## src/rtl/oc8051_ecc_scrub.sv

```systemverilog
// Background SECDED scrubber: walks the RAM, corrects single-bit errors and logs double-bit errors.
// Define OC8051_ECC_SCRUB_WRITEBACK_EN to write corrected words back; without it the block only detects.
module oc8051_ecc_scrub #(
  parameter int K        = 8,
  parameter int AW       = 8,
  parameter int INTERVAL = 1024,
  localparam int M0      = $clog2(K + 1),
  localparam int M1      = $clog2(K + 1 + M0),
  localparam int M2      = $clog2(K + 1 + M1),
  localparam int M       = $clog2(K + 1 + M2),
  localparam int N       = M + K
) (
  input  logic          clk_i,
  input  logic          rst_ni,
  input  logic          en_i,
  input  logic          clr_i,
  output logic          mem_req_o,
  output logic          mem_we_o,
  output logic [AW-1:0] mem_adr_o,
  output logic [N:0]    mem_d_o,
  input  logic [N:0]    mem_q_i,
  input  logic          mem_ack_i,
  output logic [15:0]   corr_cnt_o,
  output logic          uncorr_o,
  output logic [AW-1:0] err_adr_o,
  output logic          pass_done_o,
  output logic          busy_o
);

  localparam int             TW       = (INTERVAL > 1) ? $clog2(INTERVAL) : 1;
  localparam logic [TW-1:0]  TIMER_TC = TW'(INTERVAL - 1);
  localparam logic [M-1:0]   SYN_MAX  = M'(N);

  typedef enum logic [1:0] {
    IDLE,
    RD,
    CHK
`ifdef OC8051_ECC_SCRUB_WRITEBACK_EN
    , WR
`endif
  } state_t;

  state_t        state_q, state_d;
  logic [TW-1:0] timer_q, timer_d;
  logic [AW-1:0] ptr_q;
  logic [N:0]    data_q;
  logic [15:0]   corr_cnt_q;
  logic          uncorr_q;
  logic [AW-1:0] err_adr_q;
  logic          pass_done_q;

  logic [M-1:0]  syn;
  logic          par;
  logic          clean;
  logic          correctable;
  logic          load_rd;
  logic          advance;
  logic          inc_cnt;
  logic          set_uncorr;
`ifdef OC8051_ECC_SCRUB_WRITEBACK_EN
  logic [N:0]    corrected;
  logic          load_fix;
`endif

  // Syndrome bit i covers every codeword position j whose index has bit i set; p0 sits at bit 0.
  function automatic logic [M-1:0] syndrome(input logic [N:0] cw);
    logic [M-1:0] s;
    s = '0;
    for (int j = 1; j <= N; j++) begin
      for (int i = 0; i < M; i++) begin
        if (j[i]) s[i] = s[i] ^ cw[j];
      end
    end
    return s;
  endfunction

  assign syn         = syndrome(data_q);
  assign par         = ^data_q;
  assign clean       = !par && (syn == '0);
  assign correctable = par && (syn <= SYN_MAX);
`ifdef OC8051_ECC_SCRUB_WRITEBACK_EN
  assign corrected   = data_q ^ ((N + 1)'(1) << syn);
`endif

  always_ff @(posedge clk_i or negedge rst_ni) begin
    if (!rst_ni) begin
      state_q <= IDLE;
      timer_q <= '0;
    end else begin
      state_q <= state_d;
      timer_q <= timer_d;
    end
  end

  always_comb begin
    state_d    = state_q;
    timer_d    = '0;
    load_rd    = 1'b0;
    advance    = 1'b0;
    inc_cnt    = 1'b0;
    set_uncorr = 1'b0;
`ifdef OC8051_ECC_SCRUB_WRITEBACK_EN
    load_fix   = 1'b0;
`endif
    case (state_q)
      IDLE: begin
        if (en_i) begin
          if (timer_q == TIMER_TC) state_d = RD;
          else                     timer_d = timer_q + 1'b1;
        end
      end
      RD: begin
        if (mem_ack_i) begin
          load_rd = 1'b1;
          state_d = CHK;
        end
      end
      CHK: begin
        if (clean) begin
          advance = 1'b1;
          state_d = IDLE;
        end else if (correctable) begin
`ifdef OC8051_ECC_SCRUB_WRITEBACK_EN
          load_fix = 1'b1;
          state_d  = WR;
`else
          inc_cnt  = 1'b1;
          advance  = 1'b1;
          state_d  = IDLE;
`endif
        end else begin
          set_uncorr = 1'b1;
          advance    = 1'b1;
          state_d    = IDLE;
        end
      end
`ifdef OC8051_ECC_SCRUB_WRITEBACK_EN
      WR: begin
        if (mem_ack_i) begin
          inc_cnt = 1'b1;
          advance = 1'b1;
          state_d = IDLE;
        end
      end
`endif
      default: state_d = IDLE;
    endcase
  end

  // Clear has priority over a same-cycle count increment or flag set; pointer is never cleared.
  always_ff @(posedge clk_i or negedge rst_ni) begin
    if (!rst_ni) begin
      ptr_q       <= '0;
      data_q      <= '0;
      corr_cnt_q  <= '0;
      uncorr_q    <= 1'b0;
      err_adr_q   <= '0;
      pass_done_q <= 1'b0;
    end else begin
      pass_done_q <= advance && (ptr_q == '1);
      if (advance) ptr_q <= ptr_q + 1'b1;
      if (load_rd) data_q <= mem_q_i;
`ifdef OC8051_ECC_SCRUB_WRITEBACK_EN
      else if (load_fix) data_q <= corrected;
`endif
      if (clr_i) begin
        corr_cnt_q <= '0;
        uncorr_q   <= 1'b0;
        err_adr_q  <= '0;
      end else begin
        if (inc_cnt && (corr_cnt_q != 16'hFFFF)) corr_cnt_q <= corr_cnt_q + 1'b1;
        if (set_uncorr) begin
          uncorr_q  <= 1'b1;
          err_adr_q <= ptr_q;
        end
      end
    end
  end

`ifdef OC8051_ECC_SCRUB_WRITEBACK_EN
  assign mem_req_o = (state_q == RD) || (state_q == WR);
  assign mem_we_o  = (state_q == WR);
`else
  assign mem_req_o = (state_q == RD);
  assign mem_we_o  = 1'b0;
`endif
  assign mem_adr_o   = ptr_q;
  assign mem_d_o     = data_q;
  assign corr_cnt_o  = corr_cnt_q;
  assign uncorr_o    = uncorr_q;
  assign err_adr_o   = err_adr_q;
  assign pass_done_o = pass_done_q;
  assign busy_o      = (state_q != IDLE);

endmodule
```

## config.mk

```make
export PLATFORM = sky130hd
export DESIGN_NAME = oc8051_ecc_scrub
export DESIGN_NICKNAME = d
export VERILOG_FILES = /design/src/rtl/oc8051_ecc_scrub.sv
export SDC_FILE = /design/constraint.sdc
export NUM_CORES = 1
export LEC_CHECK = 0
export BUFFER_PORTS_ARGS = -buffer_cell sky130_fd_sc_hd__buf_4
export CAP_MARGIN = 20
export CORE_UTILIZATION = 58
export DETAILED_ROUTE_END_ITERATION = 8
export PLACE_DENSITY = 0.87
export SYNTH_ARGS = -nofsm -noshare
export SYNTH_HDL_FRONTEND = slang
export SYNTH_SLANG_ARGS = --single-unit
```

## constraint.sdc

```tcl
create_clock -name clk_i -period 7.2 [get_ports clk_i]
set_clock_uncertainty 0.1 [all_clocks]
set_input_delay 0.36 -clock clk_i [delete_from_list [all_inputs] [get_ports clk_i]]
set_output_delay 0.36 -clock clk_i [all_outputs]
set_load 0.02 [all_outputs]
```

==> metrics.md <==
| Metric | Value |
|---|---|
| Vias per cell | 5.86 |
| Port Buf Inserts | 66 |
| Synthesized flop and latch total | 59 |
| Register Area | 0.00148 mm^2 |
| CP Capture Type | flop |
| Critical path buffers and inverters | 0 |
| Slowest-stage cell, CP | a311o_1 |
| Post-CTS Setup Inserts | 0 |
| DRC | 0 |
| Static leakage | 1.89 nW |
| Delay-heaviest family, CP | XOR/XNOR gates |
| Dpl cells | 420 |
| Worst setup SP type | flop |
| Dpl hpwl | 4550 um |
| Synthesized area | 0.00314 mm^2 |
| Layout cells sized above 1 | 30.1% |
| Sequential share of the synthesized area | 47.0% |
| Synth Instances | 298 |
| Max cap viols | 0 |
| Post-layout util | 74.9% |
| Die width | 75.6 um |
| Crit-path max FO | 20 |
| Min Hold Slack | -0.0319 ns |
| Iteration-0 DRC Markers | 161 |
| Post-synth ARST share | 100% |
| RePlAce Congestion | 0.876 |
| Congestion Overflow GR | 0 |
| CP peak stage delay | 0.57 ns |
| Worst slew pin tran | 0.956 ns |
| Most common cell in the netlist | dfrtp_1 |
| Adder-cell share of the synthesized area | 1.19% |
| Primary FF master, synth | dfrtp_1 |
| CP arrival | 3.19 ns |
| Reg-to-reg slack, setup | 4.19 ns |
| Wirelength per Cell | 14.9 um |
| Die Footprint | 0.00572 mm^2 |
| F_max | 332 MHz |
| TritonCTS buffer count | 9 |
| Post-CTS sizing | 0 |
| FF-to-FF path depth | 6 |
| Outcome | complete, but fails checks |
| Worst reg2reg path startpoint | mem_d_o[10] |
| Fraction of synthesized cell area in xor and xnor cells | 12.5% |
| Synthesized net count | 319 |
| Yosys top cell area share | 47.0% |
| Max clock buf depth | 2 |
| Ys Warns | 0 |
| Final Instance Area | 0.00387 mm^2 |
| Period utilization | 41.9% |
| CTS H-tree depth | 3 |
| Cell variety after synth | 47 |
| Inserted Diodes | 0 |
| Worst hold path type | primary input to async pin |
| Initial antenna violation count | 0 |
| Tmin final | 3.01 ns |
| Hold violation count in the final report | 27 |
| Core area | 0.00517 mm^2 |
| First-pass GRT wire length | 10700 um |
| Worst vdd ir | 0.000151 V |
| DR vias | 2555 |
| Mux contribution to synthesized area | 7.16% |
| Placed Area | 0.00366 mm^2 |
| RSZ-0062 raised after global routing | false |
| PD cells | 206 mW/mm^2 |
| Slew Viols, Final | 0 |
| CTS tree | built |
| Syn Area/Cell | 10.6 um^2 |
| Clock Latency Late Sink | 0.35 ns |
| Vias in the first global route | 2470 |
| RR Endpoint | corr_cnt_o[11] |
| Clk sinks | 59 |
| Crit-path cells | xor3_1 > xnor2_1 > xnor3_1 > a311o_1 > or4_1 > a21oi_1 |
| Worst EP required | 7.37 ns |
| Number of synthesized flops with an enable pin | 0 |
| Io pins | 68 |
| CTS clk-pin slew, worst paths | 0.07 ns |
| Setup TNS | 0 ns |
| Largest net degree at the start of global routing | 60 |
| Area of the multi-input gates | 0.00158 mm^2 |
| 1st-pass router iterations | 4 |
| Clock Tree Root | clkbuf_8 |
| Compound-Gate Fraction of Synth Area | 10.6% |
| Die Span Y | 75.6 um |
| Crit Path Class | flop to flop |
| Post-CTS Hold Buffers | 0 |
| Finished Layout Cells | 436 |
| Final net count | 382 |
| Failing checks | negative hold slack |
| DRT Wirelength | 6500 um |
| Area growth syn-to-layout | 23.2% |
| Fill cells | 357 |
| Main combinational cell family by area after synthesis | simple AND/OR/NAND/NOR gates |
| Synth area leader | dfrtp_1 |
| Final Total Pwr | 0.797 mW |
| GRT Overall Usage | 25.5% |
| Simple-Gate Fraction of Synth Area | 18.6% |
| Setup violations, final | 0 |
| Critical path depth | 6 |
| Starting Density | 60.8% |
| ANT nets after route | 0 |
| Cell Rows | 26 |
| Area contributors post-synth | dfrtp_1, mux2_2, xnor2_1 |
| Synth top cells by count | dfrtp_1, xnor2_1, mux2_2, nor2_1, nand3_1 |
| Slew HR | 35.9% |
-- logic make-up after synthesis --
| group | after synthesis |
|---|---|
| and+or+nand+nor | 110 |
| DFF | 59 |
| AOI/OAI and AO/OA | 46 |
| xor gates and xnor gates | 38 |
| buffers and inverters | 21 |
| muxes | 20 |
| adders and majority gates | 3 |
| other | 1 |
-- through the flow --
stage	worst slack, ns	hold slack, ns
after global routing	3.98	0.0341
after CTS	4.18	0.00322
after global placement	4.26	0.366
after floorplan	4.38	-0.0356
final	4.19	-0.0319
after detailed placement	4.19	0.372
-- placed cells by master (no fill, tap or decap), types with 7 or more instances in the layout --
| cell type | netlist | layout |
|---|---|---|
| a21oi_1 | 14 | 14 |
| and3_1 | 12 | 12 |
| buf_4 | 1 | 66 |
| clkbuf_8 | 0 | 12 |
| dfrtp_1 | 59 | 59 |
| inv_1 | 7 | 7 |
| mux2_2 | 20 | 20 |
| nand2_1 | 12 | 12 |
| nand3_1 | 19 | 19 |
| nand4_1 | 13 | 13 |
| nor2_1 | 20 | 20 |
| nor2b_1 | 9 | 9 |
| nor3_1 | 10 | 10 |
| o31ai_1 | 11 | 11 |
| xnor2_1 | 22 | 22 |
| xor2_1 | 10 | 10 |
-- report_power, final --
group	internal, mW	switching (mW)	total [mW]
logic	0.0542	0.0751	0.129
registers	0.340	0.0119	0.352
clock network	0.187	0.129	0.316
total	0.581	0.216	0.797
-- worst max-delay path by stage --
stage | slack (ns) | to | from
floorplan | 4.38 | corr_cnt_o[5] | mem_d_o[8]
global placement | 4.26 | corr_cnt_o[11] | mem_d_o[10]
detailed placement | 4.19 | corr_cnt_o[11] | mem_d_o[10]
CTS | 4.18 | corr_cnt_o[11] | mem_d_o[10]
global route | 3.98 | corr_cnt_o[4] | mem_d_o[10]
finish | 4.19 | corr_cnt_o[11] | mem_d_o[10]
-- cell type report --
| cell class | count | area share [%] |
|---|---|---|
| Multi-Input combinational cell | 218 | 40.7 |
| Sequential cell | 59 | 38.1 |
| Timing Repair Buffer | 66 | 12.8 |
| Clock buffer | 12 | 4.26 |
| Tap cell | 70 | 2.26 |
| Clock inverter | 4 | 1.23 |
| Inverter | 7 | 0.678 |
-- sequential cells by signal, indices dropped and copies added (netlist names) --
register,cells
state_q,2
err_adr_o,8
timer_q,10
uncorr_o,1
mem_d_o,13
corr_cnt_o,16
pass_done_o,1
mem_adr_o,8
-- routing by layer --
layer  GRT usage, %  routed length [um]
met5              0                   0
met4           12.1                  78
met3           6.48                 451
met2           42.6                3220
met1           31.0                2750
No activity file was read; power rests on OpenSTA's default activity.
